`src/rtl/mux_scan.sv`:
```
// mux_scan: N-to-1 channel multiplexer with a registered output and two ways
// of choosing the channel. In manual mode (mode=0) the external sel picks the
// channel. In auto mode (mode=1) an internal round-robin scanner steps through
// the channels and holds each one for dwell+1 enabled cycles. Every output
// sample carries the index of the channel it came from, so downstream serial
// probe/monitor logic can tag it.
//
// Ports:
//   clk       rising-edge clock
//   rst       synchronous active-high reset, overrides all other inputs
//   in_data   N packed channels of W bits; channel k = in_data[k*W +: W]
//   en        enable; 0 freezes scan state and output data/index
//   mode      0 = manual select, 1 = auto round-robin scan
//   sel       manual channel select, used when mode=0
//   dwell     auto mode: hold each channel for dwell+1 enabled cycles
//   out_data  registered data of the selected channel
//   out_ch    channel index that out_data came from
//   out_valid out_data holds a valid sample this cycle
//   wrap      one-cycle pulse when the scan moves from channel N-1 to 0
module mux_scan #(
  parameter int N  = 4,
  parameter int W  = 1,
  parameter int DW = 8,
  localparam int SW = (N > 1) ? $clog2(N) : 1
) (
  input  logic            clk,
  input  logic            rst,
  input  logic [N*W-1:0]  in_data,
  input  logic            en,
  input  logic            mode,
  input  logic [SW-1:0]   sel,
  input  logic [DW-1:0]   dwell,
  output logic [W-1:0]    out_data,
  output logic [SW-1:0]   out_ch,
  output logic            out_valid,
  output logic            wrap
);

  logic [SW-1:0] scan_ch_r;
  logic [DW-1:0] dwell_cnt_r;
  logic [SW-1:0] cur_ch_s;
  logic [W-1:0]  ch_data_s;
  logic          sel_in_range_s;
  logic          last_ch_s;
  logic          advance_s;

  // Choose the channel index to sample: the scanner in auto mode, sel otherwise.
  always_comb begin
    cur_ch_s = {SW{1'b0}};
    if (mode) begin
      cur_ch_s = scan_ch_r;
    end else begin
      cur_ch_s = sel;
    end
  end

  // Channel data mux. An index with no matching channel (possible only for a
  // non-power-of-two N under manual select) yields zero data.
  always_comb begin
    ch_data_s = {W{1'b0}};
    for (int k = 0; k < N; k++) begin
      ch_data_s = (cur_ch_s == SW'(k)) ? in_data[k*W +: W] : ch_data_s;
    end
  end

  // Scan bookkeeping: range check for sel, last-channel and dwell-expiry flags.
  always_comb begin
    sel_in_range_s = (32'(sel) < N);
    last_ch_s      = (scan_ch_r == SW'(N - 1));
    // >= rather than == so that lowering dwell mid-count advances at once.
    advance_s      = (dwell_cnt_r >= dwell);
  end

  // Output registers and round-robin scan state.
  always_ff @(posedge clk) begin
    if (rst) begin
      out_data    <= {W{1'b0}};
      out_ch      <= {SW{1'b0}};
      out_valid   <= 1'b0;
      wrap        <= 1'b0;
      scan_ch_r   <= {SW{1'b0}};
      dwell_cnt_r <= {DW{1'b0}};
    end else if (en) begin
      // Sample uses the scan index before it advances at this edge.
      out_data  <= ch_data_s;
      out_ch    <= cur_ch_s;
      out_valid <= mode | sel_in_range_s;
      if (mode) begin
        if (advance_s) begin
          dwell_cnt_r <= {DW{1'b0}};
          scan_ch_r   <= last_ch_s ? {SW{1'b0}} : scan_ch_r + SW'(1);
          wrap        <= last_ch_s;
        end else begin
          dwell_cnt_r <= dwell_cnt_r + DW'(1);
          wrap        <= 1'b0;
        end
      end else begin
        // Held at zero so a later switch to auto starts at channel 0 with a
        // full dwell period.
        scan_ch_r   <= {SW{1'b0}};
        dwell_cnt_r <= {DW{1'b0}};
        wrap        <= 1'b0;
      end
    end else begin
      out_valid <= 1'b0;
      wrap      <= 1'b0;
    end
  end

endmodule

```
`config.mk`:
```
export PLATFORM = sky130hd
export DESIGN_NAME = mux_scan
export DESIGN_NICKNAME = d
export VERILOG_FILES = /design/src/rtl/mux_scan.sv
export SDC_FILE = /design/constraint.sdc
export NUM_CORES = 1
export LEC_CHECK = 0
export ABC_AREA = 1
export CORE_ASPECT_RATIO = 1.4
export CORE_MARGIN = 4
export CORE_UTILIZATION = 51
export CTS_CLUSTER_DIAMETER = 40
export DETAILED_ROUTE_END_ITERATION = 7
export PLACE_DENSITY = 0.82
export SETUP_SLACK_MARGIN = 0.15
export SYNTH_ARGS = -nofsm -noshare
export SYNTH_HDL_FRONTEND = slang
export SYNTH_SLANG_ARGS = --single-unit
```
`constraint.sdc`:
```
create_clock -name clk -period 2.7 [get_ports clk]
set_input_delay 0.54 -clock clk [delete_from_list [all_inputs] [get_ports clk]]
set_output_delay 0.54 -clock clk [all_outputs]
set_load 0.02 [all_outputs]
```
==> impl_metrics.env <==
export IMPL_p_leak_nw=0.614
export IMPL_fin_total_pwr_w=0.000457
export IMPL_avgSynthCellArea_um2=7.39
export IMPL_worstPathMaxFanout=5
export IMPL_post_cts_repair_setup_buffers=0
export IMPL_slowest_delay_ns=0.45
export IMPL_ctsResizeCount=0
export IMPL_pwr_density_cell_mw_per_mm2=383
export IMPL_drc_errors=0
export IMPL_final_max_slew_violation_count=0
export IMPL_place_area_mm2=0.00116
export IMPL_synth_area_leaders="dfxtp_1 32%, ha_1 13%, nand2_1 11%, inv_1 8.5%, nor2_1 8.1%"
export IMPL_crit_chain="clkdlybuf4s50_1 > inv_1 > ha_1 > a21o_1 > nor2_1 > nand4_1 > nand2_2 > nand2_1 > nand2_1 > nor2_1"
export IMPL_area_growth_synth_to_final_pct=28.0
export IMPL_rsz0062_at_grt="no"
export IMPL_hold_class="reg -> reg"
export IMPL_yosysTopAreaCell="dfxtp_1"
export IMPL_peakVddDrop_uv=320
export IMPL_slew_headroom_pct=68.0
export IMPL_fin_skew_ns=0.00302
export IMPL_setup_viol_count_final=0
export IMPL_netlist_instances=126
export IMPL_grt_max_degree=11
export IMPL_r2r_start="dwell_cnt_r[0]$_SDFFE_PP0P_"
export IMPL_antenna_diode_count=0
export IMPL_viasPerCell=4.89
export IMPL_period_share_pct=70.9
export IMPL_wl_um=1780
export IMPL_seq_area_frac_synth_pct=32.3
export IMPL_dr_pass1_iters=4
export IMPL_max_slew_worst_pin_slew_ns=0.479
export IMPL_cts_max_level=1
export IMPL_grt_pass1_vias=812
export IMPL_yosysUniqueCellTypes=23
export IMPL_slowest_stage="clkdlybuf4s50_1"
export IMPL_die_area_mm2=0.00258
export IMPL_tritoncts="built"
export IMPL_cts_root_buf="clkbuf_4"
export IMPL_grt_overflow=0
export IMPL_synth_fp_nets=154
export IMPL_worstSetupPathType="in -> reg"
export IMPL_maxCapViolations=0
export IMPL_layout_nets=180
export IMPL_drive_gt1_share_pct=7.95
export IMPL_hold_violations=0
export IMPL_hpwl_um=1510
export IMPL_clockBufferDepth=2
export IMPL_grt_antenna_before_repair=0
export IMPL_fp_row_count=18
export IMPL_layout_min_cycle_time_ns=1.91
export IMPL_synth_most_common_cell="nand2_1"
export IMPL_synth_common_cells="28 x nand2_1, 21 x inv_1, 20 x nor2_1"
export IMPL_port_buffers=22
export IMPL_yosysTopAreaCellShare_pct=32.3
export IMPL_cts_buffers=3
export IMPL_crit_path_start_kind="input pin"
export IMPL_synthArstFlopShare_pct=0
export IMPL_max_freq_mhz=523
export IMPL_syn_area_um2=931
export IMPL_initial_core_util_pct=53.0
export IMPL_clk_latency_ns=0.29
export IMPL_critPathCaptureType="register"
export IMPL_vias=837
export IMPL_cp_startpoint="dwell[7]"
export IMPL_ys_flop_type="dfxtp_1"
export IMPL_fp_coreArea_mm2=0.00176
export IMPL_cp_required_ns=2.89
export IMPL_grt_pass1_wl_um=3060
export IMPL_final_area_mm2=0.00119
export IMPL_track_usage_pct=16.0
export IMPL_min_from="out_ch[0]$_SDFFE_PP0P_"
export IMPL_status="finished, final reports clean"
export IMPL_ys_ff_latch=15
export IMPL_fin_setup_tns_ns=0
export IMPL_wire_per_inst_um=10.4
export IMPL_gp_congestion=0.766
export IMPL_synth_edff_count=0
export IMPL_ios=23
export IMPL_postCtsHoldBufs=0
export IMPL_die_h_um=58.6
export IMPL_ant_nets=0
export IMPL_die_w_um=44.1
export IMPL_clkSinkCount=15
export IMPL_clkTransAtPathRegs_ns=0.09
export IMPL_drt_iter0_markers=8
export IMPL_yosysWarningCount=0
export IMPL_arrival_ns=2.11
[path summary, 6_finish.rpt]
kind	endpoint	slack, ns	cells past startpoint
setup reg to reg	dwell_cnt_r[4]$_SDFFE_PP0P_	1.19	9
hold / removal	out_ch[0]$_SDFFE_PP0P_	0.49	2
setup / recovery	scan_ch_r[0]$_SDFFE_PP0P_	0.79	10
hold reg to reg	out_ch[0]$_SDFFE_PP0P_	0.49	2
[metal layers]
metal	routed length [um]	global-route usage (%)	vias up
met4	50	10.3	0
met1	714	14.9	368
li1	-	-	444
met2	916	30.6	20
met3	97	2.45	5
met5	0	0	-
[power by group]
group          switching, W  internal, W
sequential       0.00000490     0.000229
clock             0.0000723    0.0000576
combinational     0.0000458    0.0000472
[stage by stage]
stage	cells	hold WS (ns)	util [%]	setup WS [ns]
final	171	0.490	67.8	0.786
after global routing	171	0.539	67.8	0.645
after CTS	171	0.500	67.8	0.781
after detailed placement	167	0.473	66.3	0.474
after global placement	167	0.473	66.3	0.519
after floorplan	126	0.477	-	1.05
[registers in the layout, indices dropped and copies added, names as in the netlist]
| name | flops |
|---|---|
| dwell_cnt_r | 8 |
| out_ch | 2 |
| scan_ch_r | 2 |
| out_data | 1 |
| out_valid | 1 |
| wrap | 1 |
[area by class of cell]
class,count,area (um2)
inverters,22,85.1
repair buffers,22,220
flip-flops and latches,15,300
fillers,156,566
well taps,20,25.0
multi-input cells,88,534
clock buffers,4,26.3
[logic make-up (layout without fill, tap and decap cells)]
kind of cell               Yosys count  count (layout)  synth area share (%)
AOI/OAI and AO/OA                   12              12                  8.07
xor gates and xnor gates             6               6                  5.65
adders and majority gates           10              10                  13.4
buffers and inverters               23              48                  10.4
DFF                                 15              15                  32.3
and+or+nand+nor                     60              60                  30.2
[cell usage in the layout, fill, tap and decap left out, types with 2 or more instances in the layout]
cell type and instances:
o21ai_0 3, nand3_1 3, xor2_1 5, nor2_1 20, clkbuf_4 3, ha_1 10
nand2_1 28, clkdlybuf4s50_1 22, nand2_4 2, a21oi_1 4, dfxtp_1 15, nand4_1 3
inv_1 21
[worst max-delay path: cells and delay by family]
kind / cells / cell delay [ns]
fa+ha+maj: 1 / 0.29
compound gates: 1 / 0.18
simple gates: 6 / 0.62
buf+inv: 2 / 0.49
(Power assumes the default switching activity.)
